===== src/rtl/yellow_frame_tracker.sv =====
// Per-frame yellow pixel counter for an RGB444 raster stream.
// Define YELLOW_BBOX_EN to also track the yellow bounding box.
module yellow_frame_tracker #(
    parameter int         H_RES     = 640,
    parameter int         V_RES     = 480,
    parameter logic [7:0] R_TH      = 8'd200,
    parameter logic [7:0] G_TH      = 8'd200,
    parameter logic [7:0] B_MAX     = 8'd120,
    parameter int         MIN_COUNT = 16,
    localparam int        CNT_W     = $clog2(H_RES*V_RES+1),
    localparam int        XW        = $clog2(H_RES),
    localparam int        YW        = $clog2(V_RES)
) (
    input  logic             clk,
    input  logic             rst_n,
    input  logic             pix_valid,
    input  logic             pix_sof,
    input  logic [11:0]      pix_rgb444,
    output logic             res_valid,
    input  logic             res_ready,
    output logic             res_found,
    output logic [CNT_W-1:0] res_count,
    output logic [XW-1:0]    res_xmin,
    output logic [XW-1:0]    res_xmax,
    output logic [YW-1:0]    res_ymin,
    output logic [YW-1:0]    res_ymax,
    output logic             frame_drop
);

    localparam logic [0:0] IDLE = 1'b0;
    localparam logic [0:0] SCAN = 1'b1;

    localparam logic [XW-1:0] X_LAST = XW'(H_RES - 1);
    localparam logic [YW-1:0] Y_LAST = YW'(V_RES - 1);

    logic [0:0]       state;
    logic [XW-1:0]    x_q;
    logic [YW-1:0]    y_q;
    logic [CNT_W-1:0] cnt_q;

    logic [7:0] r8, g8, b8;
    logic       is_yellow;
    logic       sof, take, hit, last, x_end;
    logic       can_load, publish;
    logic [XW-1:0]    px;
    logic [YW-1:0]    py;
    logic [CNT_W-1:0] cnt_base, cnt_next;

    assign r8 = {pix_rgb444[11:8], pix_rgb444[11:8]};
    assign g8 = {pix_rgb444[7:4], pix_rgb444[7:4]};
    assign b8 = {pix_rgb444[3:0], pix_rgb444[3:0]};

    assign is_yellow = (r8 >= R_TH) && (g8 >= G_TH) && (b8 <= B_MAX);

    // A qualified sof always restarts the frame at (0,0), even mid-scan.
    assign sof   = pix_valid && pix_sof;
    assign take  = sof || (pix_valid && state == SCAN);
    assign px    = sof ? '0 : x_q;
    assign py    = sof ? '0 : y_q;
    assign x_end = (px == X_LAST);
    assign last  = take && !sof && x_end && (py == Y_LAST);
    assign hit   = take && is_yellow;

    assign cnt_base = sof ? '0 : cnt_q;
    assign cnt_next = (hit && cnt_base != '1) ? cnt_base + CNT_W'(1) : cnt_base;

    assign publish  = last;
    assign can_load = !res_valid || res_ready;

    // Raster position, scan state and yellow count
    always_ff @(posedge clk or negedge rst_n) begin
        if (!rst_n) begin
            state <= IDLE;
            x_q   <= '0;
            y_q   <= '0;
            cnt_q <= '0;
        end else if (take) begin
            if (last) begin
                state <= IDLE;
                x_q   <= '0;
                y_q   <= '0;
                cnt_q <= '0;
            end else begin
                state <= SCAN;
                x_q   <= x_end ? '0 : px + XW'(1);
                y_q   <= x_end ? py + YW'(1) : py;
                cnt_q <= cnt_next;
            end
        end
    end

    // Result registers and handshake; a busy output drops the new frame
    always_ff @(posedge clk or negedge rst_n) begin
        if (!rst_n) begin
            res_valid  <= 1'b0;
            res_found  <= 1'b0;
            res_count  <= '0;
            frame_drop <= 1'b0;
        end else begin
            frame_drop <= publish && !can_load;
            if (publish && can_load) begin
                res_valid <= 1'b1;
                res_count <= cnt_next;
                res_found <= (cnt_next >= CNT_W'(MIN_COUNT));
            end else if (res_valid && res_ready) begin
                res_valid <= 1'b0;
            end
        end
    end

`ifdef YELLOW_BBOX_EN
    logic [XW-1:0] xmin_q, xmax_q, xmin_b, xmax_b, xmin_n, xmax_n;
    logic [YW-1:0] ymin_q, ymax_q, ymin_b, ymax_b, ymin_n, ymax_n;

    assign xmin_b = sof ? X_LAST : xmin_q;
    assign xmax_b = sof ? '0 : xmax_q;
    assign ymin_b = sof ? Y_LAST : ymin_q;
    assign ymax_b = sof ? '0 : ymax_q;

    assign xmin_n = (hit && px < xmin_b) ? px : xmin_b;
    assign xmax_n = (hit && px > xmax_b) ? px : xmax_b;
    assign ymin_n = (hit && py < ymin_b) ? py : ymin_b;
    assign ymax_n = (hit && py > ymax_b) ? py : ymax_b;

    // Bounding box accumulators, re-armed to an empty box per frame
    always_ff @(posedge clk or negedge rst_n) begin
        if (!rst_n) begin
            xmin_q <= '0;
            xmax_q <= '0;
            ymin_q <= '0;
            ymax_q <= '0;
        end else if (take) begin
            if (last) begin
                xmin_q <= X_LAST;
                xmax_q <= '0;
                ymin_q <= Y_LAST;
                ymax_q <= '0;
            end else begin
                xmin_q <= xmin_n;
                xmax_q <= xmax_n;
                ymin_q <= ymin_n;
                ymax_q <= ymax_n;
            end
        end
    end

    // Published bounding box, loaded alongside the count
    always_ff @(posedge clk or negedge rst_n) begin
        if (!rst_n) begin
            res_xmin <= '0;
            res_xmax <= '0;
            res_ymin <= '0;
            res_ymax <= '0;
        end else if (publish && can_load) begin
            res_xmin <= xmin_n;
            res_xmax <= xmax_n;
            res_ymin <= ymin_n;
            res_ymax <= ymax_n;
        end
    end
`else
    assign res_xmin = '0;
    assign res_xmax = '0;
    assign res_ymin = '0;
    assign res_ymax = '0;
`endif

endmodule


===== config.mk =====
export PLATFORM = sky130hd
export DESIGN_NAME = yellow_frame_tracker
export DESIGN_NICKNAME = d
export VERILOG_FILES = /design/src/rtl/yellow_frame_tracker.sv
export SDC_FILE = /design/constraint.sdc
export NUM_CORES = 1
export LEC_CHECK = 0
export ABC_AREA = 1
export BUFFER_PORTS_ARGS = -buffer_cell sky130_fd_sc_hd__buf_2
export CAP_MARGIN = 20
export CORE_ASPECT_RATIO = 0.9
export CORE_MARGIN = 2
export CORE_UTILIZATION = 41
export DETAILED_ROUTE_END_ITERATION = 10
export PLACE_DENSITY = 0.59
export SLEW_MARGIN = 20
export SYNTH_ARGS = -nofsm -noshare
export SYNTH_HDL_FRONTEND = slang
export SYNTH_SLANG_ARGS = --single-unit

===== constraint.sdc =====
create_clock -name clk -period 2.8 [get_ports clk]
set_clock_uncertainty 0.15 [all_clocks]
set_input_delay 0.14 -clock clk [delete_from_list [all_inputs] [get_ports clk]]
set_output_delay 0.14 -clock clk [all_outputs]
set_load 0.02 [all_outputs]

==> metrics.md, run 1 <==
| Metric | Value |
|---|---|
| Final nets | `598` |
| DIE HEIGHT | `97.8 um` |
| Crit Path Category | `reg2reg` |
| Syn_area_per_cell | `7.44 sq um` |
| Period utilisation layout | `88.4%` |
| Mapped Cells | `538` |
| Min-delay worst type | `in2reg` |
| Critical path capture point type | `flip-flop` |
| Filler cells | `991` |
| Final hold vios | `0` |
| Top cell by count, worst path | `nand2_1` |
| LEAKAGE | `2.15 nW` |
| Final Cell Area | `4320 sq um` |
| RSZ-0062 raised after global routing | `no` |
| Worst Hold Depth | `4` |
| Dpl cell area | `4130 sq um` |
| First-pass GRT wire length | `14900 um` |
| YS warnings | `0` |
| Setup TNS | `0 ns` |
| Status | `finished, final reports clean` |
| Final setup viols | `0` |
| Slew Limit Fails | `0` |
| Row count | `34` |
| Power Density | `423 nW/um^2` |
| First DRT Iteration DRCs | `201` |
| Max-cap violations | `0` |
| Proportion of layout cells with a drive suffix above 1 | `16.7%` |
| Type of origin of the critical path | `flip-flop` |
| Area growth, synth to finish | `7.90%` |
| WHS | `0.124 ns` |
| Core area | `9570 sq um` |
| Worst vdd ir | `0.000283 V` |
| IO Port Bufs | `31` |
| # diodes | `0` |
| Total CTS buffers | `9` |
| Worst-path cell chain | `nand2_2 -> inv_1 -> ha_1 -> nand2_1 -> nor2_4 -> nand2_1 -> nor2_1 -> nand3_2 -> nand2_2 -> buf_4 -> nand2_1 -> nand2_1 -> nor2_1 -> nand2_1 -> nor2_1 -> nand2_1 -> nand2_1 -> nand2_1` |
| Grt total ovfl | `0` |
| Clk sinks | `61` |
| R2r startpoint | `cnt_q[0]` |
| Clk slew on worst S/H paths | `0.07 ns` |
| Post-synthesis sequential area ratio | `38.1%` |
| Routed vias/inst | `4.74` |
| Initial Util | `41.8%` |
| Die Span X | `108 um` |
| Hold Path Origin | `pix_sof` |
| TritonCTS clock tree | `done` |
| Final min period | `2.48 ns` |
| Pre-antenna DRT Iters | `4` |
| Rel. slew slack | `49.0%` |
| Clk Latency, worst-skew pair | `0.34 ns` |
| Arr. time, crit path | `2.60 ns` |
| Wire per inst | `12.3 um` |
| DRC Markers | `0` |
| Remaining antenna violation count after routing | `0` |
| Yosys reg bits | `61` |
| Clk root buf | `clkbuf_8` |
| Total Routing Usage GR | `17.8%` |
| Reg2reg path depth | `18` |
| Yosys cell types | `38` |
| Total chip power | `0.00183 W` |
| Fmax | `404 MHz` |
| Gpl congestion | `0.866` |
| Hold EP | `y_q[2]` |
| Critical Path Fanout Max | `11` |
| Largest net degree at the start of global routing | `62` |
| Critical Path RT | `2.92 ns` |
| H-Tree Level Count | `3` |
| Die area | `10600 sq um` |
| Slowest-stage cell, CP | `dfrtp_1` |
| Synth Cell Area | `4010 sq um` |
| Reg2reg end | `res_found` |
| Routed via count | `3358` |
| Worst Tran Pin Value | `0.764 ns` |
| Post-DP HPWL | `6440 um` |
| Routed WL | `8710 um` |
| Initial antenna violation count | `0` |
| R2R Setup Slk | `0.32 ns` |
| Slowest cell delay on critical path | `0.34 ns` |
| Vias in the first global route | `3136` |
| Clock buffer depth | `2` |
| Io pins | `77` |
[state kept, by name (all words and copies together), names as in the netlist]
register	flops
state	1
res_valid	1
x_q	10
y_q	9
res_count	19
frame_drop	1
res_found	1
cnt_q	19
[cells in the final DEF, fill, tap and decap left out, types with 9 or more instances in the layout]
cell,Yosys,routed
nand2_1,141,141
o21ai_1,22,22
conb_1,1,38
nand3_2,9,9
nand3_1,32,32
inv_1,59,59
dfrtp_1,61,61
nor2_1,64,64
clkbuf_8,0,10
o21ai_0,15,15
nand4_1,9,9
buf_4,39,11
buf_2,6,31
xor2_1,12,12
[per-stage QoR]
stage          util [%]  setup WS (ns)  std cells
6_report           45.2          0.324        708
5_1_grt            45.2         0.0921        708
4_1_cts            45.2          0.322        708
3_3_place_gp       43.1          0.169        690
2_1_floorplan         -          0.277        575
3_5_place_dp       43.1          0.124        690
[cells in the mapped netlist, drive strengths merged]
cell type  instances  area share (%)
o211ai             2            0.37
nor3              10             1.9
clkinv             1           0.094
nor2              74             7.9
a31o               1            0.22
conb               1           0.094
nor4               2            0.31
a21oi              1            0.22
dfrtp             61              38
or2                1            0.16
o22ai              8             1.2
and2               1            0.16
clkbuf             2            0.19
nand2            148              15
xor2              12             2.6
inv               64             6.0
ha                 3            0.94
xnor2              5             1.1
nand3b             1            0.19
o21ai             37             4.6
nand3             42             6.7
nand4             10             1.9
buf               51              10
[kinds of logic (layout without fill, tap and decap cells)]
family                     after synthesis  after routing  share of synthesized area (%)
DFF                                     61             61                           38.1
and+or+nand+nor                        289            289                           34.0
buffers and inverters                  118            125                           16.4
xor gates and xnor gates                17             17                           3.72
AOI/OAI and AO/OA                       49             49                           6.69
adders and majority gates                3              3                          0.937
other                                    1             38                         0.0936
[where the power goes]
group | total, W | switching (W) | internal (W)
registers | 0.000929 | 0.0000167 | 0.000913
logic | 0.000226 | 0.000169 | 0.0000572
clock network | 0.000674 | 0.000337 | 0.000337
total | 0.00183 | 0.000522 | 0.00131
[cell type report]
type	instances	area [sq um]	area share, %
tap	126	158	3.65
timing repair buffer	45	268	6.20
multi-input combinational	396	1960	45.3
clock buffer	11	141	3.27
inverter	65	244	5.65
clock inverter	4	25.0	0.579
sequential	61	1530	35.3
[routing by layer]
metal  global-route usage [%]  share of wire [%]
met4                     7.20               0.72
met1                     27.2                 52
met5                        0                  0
met2                     25.0                 42
met3                     2.87                5.5
[worst max-delay path by stage]
stage / depth (start not counted) / endpoint / start
after floorplan: 22 / res_found / pix_valid
after global routing: 17 / res_found / cnt_q[0]
after global placement: 15 / x_q[6] / pix_valid
after CTS: 18 / res_found / cnt_q[0]
final: 18 / res_found / cnt_q[0]
after detailed placement: 15 / x_q[6] / pix_valid
[worst max-delay path, delay by kind of cell, from the launching register on]
family	cells	cell delay (ns)
adders and majority gates	1	0.23
buffers and inverters	2	0.32
DFF	1	0.34
and+or+nand+nor	15	1.37
[repair_timing]
action / CTS / global route
resized for setup: 0 / 0
hold buffers: 3 / 0
buffers inserted: 0 / 0
endpoints found under the hold margin: 63 / 0
Power figures use the tool's default switching activity.
==> inputs of run 2 (changes only) <==
--- a/config.mk
+++ b/config.mk
@@ -10,9 +10,9 @@
 export CAP_MARGIN = 20
 export CORE_ASPECT_RATIO = 0.9
 export CORE_MARGIN = 2
-export CORE_UTILIZATION = 41
+export CORE_UTILIZATION = 25
 export DETAILED_ROUTE_END_ITERATION = 10
-export PLACE_DENSITY = 0.59
+export PLACE_DENSITY = 0.39
 export SLEW_MARGIN = 20
 export SYNTH_ARGS = -nofsm -noshare
 export SYNTH_HDL_FRONTEND = slang
==> metrics.md, run 2 (synthesized netlist as in run 1, its figures left out) <==
| Metric | Value |
|---|---|
| RSZ-0062 raised after global routing | `no` |
| Largest net degree at the start of global routing | `42 (-32%)` |
| Worst vdd ir | `0.000297 V (+5.0%)` |
| Die Span X | `137 um (+27%)` |
| Critical Path RT | `2.87 ns (-0.05 ns)` |
| Type of origin of the critical path | `flip-flop` |
| Min-delay worst type | `in2reg` |
| Hold Path Origin | `pix_sof` |
| Area growth, synth to finish | `14.4%` |
| Final hold vios | `0 (unchanged)` |
| Routed WL | `9990 um (+15%)` |
| Filler cells | `1694 (+71%)` |
| Clk slew on worst S/H paths | `0.06 ns (about the same)` |
| # diodes | `0 (unchanged)` |
| Largest regs | `cnt_q x19, res_count x19, x_q x10` |
| Vias in the first global route | `3228 (+2.9%)` |
| R2r startpoint | `cnt_q[0]` |
| IO Port Bufs | `31 (unchanged)` |
| Total Routing Usage GR | `12.8% (-5.0 points)` |
| Post-DP HPWL | `7500 um (+16%)` |
| Wire per inst | `12.7 um (+3.2%)` |
| Critical path capture point type | `flip-flop` |
| Grt total ovfl | `0 (unchanged)` |
| Period utilisation layout | `87.6% (-0.87 points)` |
| Core area | `15500 sq um (+62%)` |
| First DRT Iteration DRCs | `179 (-11%)` |
| Commonest non-fill, non-tap cell in the layout | `nand2_1` |
| Total CTS buffers | `9 (unchanged)` |
| Crit. Startpoint | `cnt_q[0]` |
| Power Density | `511 nW/um^2 (+21%)` |
| Total chip power | `0.00234 W (+28%)` |
| Clock buffer depth | `2 (unchanged)` |
| Initial Util | `25.8% (-16 points)` |
| Status | `finished, final reports clean` |
| Critical Path Fanout Max | `7 (-4)` |
| DRC Markers | `0 (unchanged)` |
| Pre-antenna DRT Iters | `4 (unchanged)` |
| First-pass GRT wire length | `16800 um (+13%)` |
| Worst Tran Pin Value | `0.679 ns (-0.0853 ns)` |
| Post-CTS setup buffers | `0 (unchanged)` |
| Rel. slew slack | `54.7% (+5.7 points)` |
| Remaining antenna violation count after routing | `0 (unchanged)` |
| Arr. time, crit path | `2.52 ns (-0.08 ns)` |
| Slew Limit Fails | `0 (unchanged)` |
| Row count | `43 (+26%)` |
| Io pins | `77 (unchanged)` |
| LEAKAGE | `2.24 nW (+3.8%)` |
| Final nets | `600 (+0.33%)` |
| Clk root buf | `clkbuf_16` |
| Proportion of layout cells with a drive suffix above 1 | `17.1% (+0.43 points)` |
| Fmax | `408 MHz (+0.99%)` |
| Initial antenna violation count | `0 (unchanged)` |
| H-Tree Level Count | `3 (unchanged)` |
| Setup TNS | `0 ns (unchanged)` |
| Routed via count | `3330 (-0.83%)` |
| Final min period | `2.45 ns (-0.0243 ns)` |
| Crit Path Category | `reg2reg` |
| Max-cap violations | `0 (unchanged)` |
| Final Util | `29.5% (-16 points)` |
| Die area | `17100 sq um (+61%)` |
| Routed vias/inst | `4.23 (-11%)` |
| Gpl congestion | `0.869 (+0.39%)` |
| Final setup viols | `0 (unchanged)` |
| Clk sinks | `61 (unchanged)` |
| WHS | `0.0400 ns (-0.0835 ns)` |
| Clk Latency, worst-skew pair | `0.33 ns (about the same)` |
| Most frequent cells in the layout | `nand2_1, nor2_1, dfrtp_1, inv_1, conb_1` |
| DIE HEIGHT | `124 um (+27%)` |
| TritonCTS clock tree | `done` |
run 2: path summary, 6_finish.rpt:
check	depth (start not counted)	end	slack [ns]
worst max-delay path	17	res_found	0.35
worst min-delay path	4	frame_drop	0.04
worst max register to register	17	res_found	0.35
worst min register to register	2	state	0.33
max in group asynchronous	3	cnt_q[16]	1.51
min in group asynchronous	2	y_q[7]	0.24
run 2: worst max-delay path, stage by stage, from the launching register on:
cell,delay (ns)
dfrtp_1,0.33
nand2_2,0.07
inv_1,0.10
ha_1,0.21
nand2_1,0.11
nor2_4,0.11
nand2_1,0.07
nor2_1,0.19
nand3_4,0.18
buf_4,0.20
nand3_1,0.06
nand2_1,0.08
nor2_1,0.10
nand2_1,0.06
nor2_1,0.14
nand2_1,0.08
nand2_1,0.05
nand2_1,0.05
run 2: per-stage QoR:
step                instances  instance area, sq um  setup WS, ns
floorplan                 575                  4140         0.277
global placement          769                  4240         0.127
detailed placement        769                  4240         0.137
CTS                       787                  4570         0.259
global route              787                  4580       0.00389
finish                    787                  4580         0.348
run 2: report_power, final:
group	total [W]	switching (W)	internal (W)
Clock	0.00118	0.000400	0.000775
Sequential	0.000932	0.0000176	0.000914
Combinational	0.000234	0.000175	0.0000582
run 2: cell type report:
cell class	count	area, sq um	share of cell area [%]
repair buffers	47	280	6.12
clock buffers	11	233	5.08
multi-input cells	396	1970	43.0
inverters	65	244	5.32
well taps	202	253	5.51
flip-flops and latches	61	1530	33.3
clock inverters	5	75.1	1.64
run 2: metal layers:
| metal | wire, um | part of all wire (%) | up-vias | global-route usage [%] |
|---|---|---|---|---|
| met4 | 91 | 0.91 | 0 | 4.90 |
| li1 | - | - | 1703 | - |
| met1 | 5500 | 55 | 1529 | 19.2 |
| met5 | 0 | 0 | - | 0 |
| met2 | 3960 | 40 | 90 | 18.0 |
| met3 | 443 | 4.4 | 8 | 2.28 |
run 2: repair_timing:
action | in CTS | in global routing
resized for setup | 0 | 2
endpoints found under the hold margin | 28 | 0
hold buffers | 2 | 0
endpoints found under the setup margin | 0 | 1
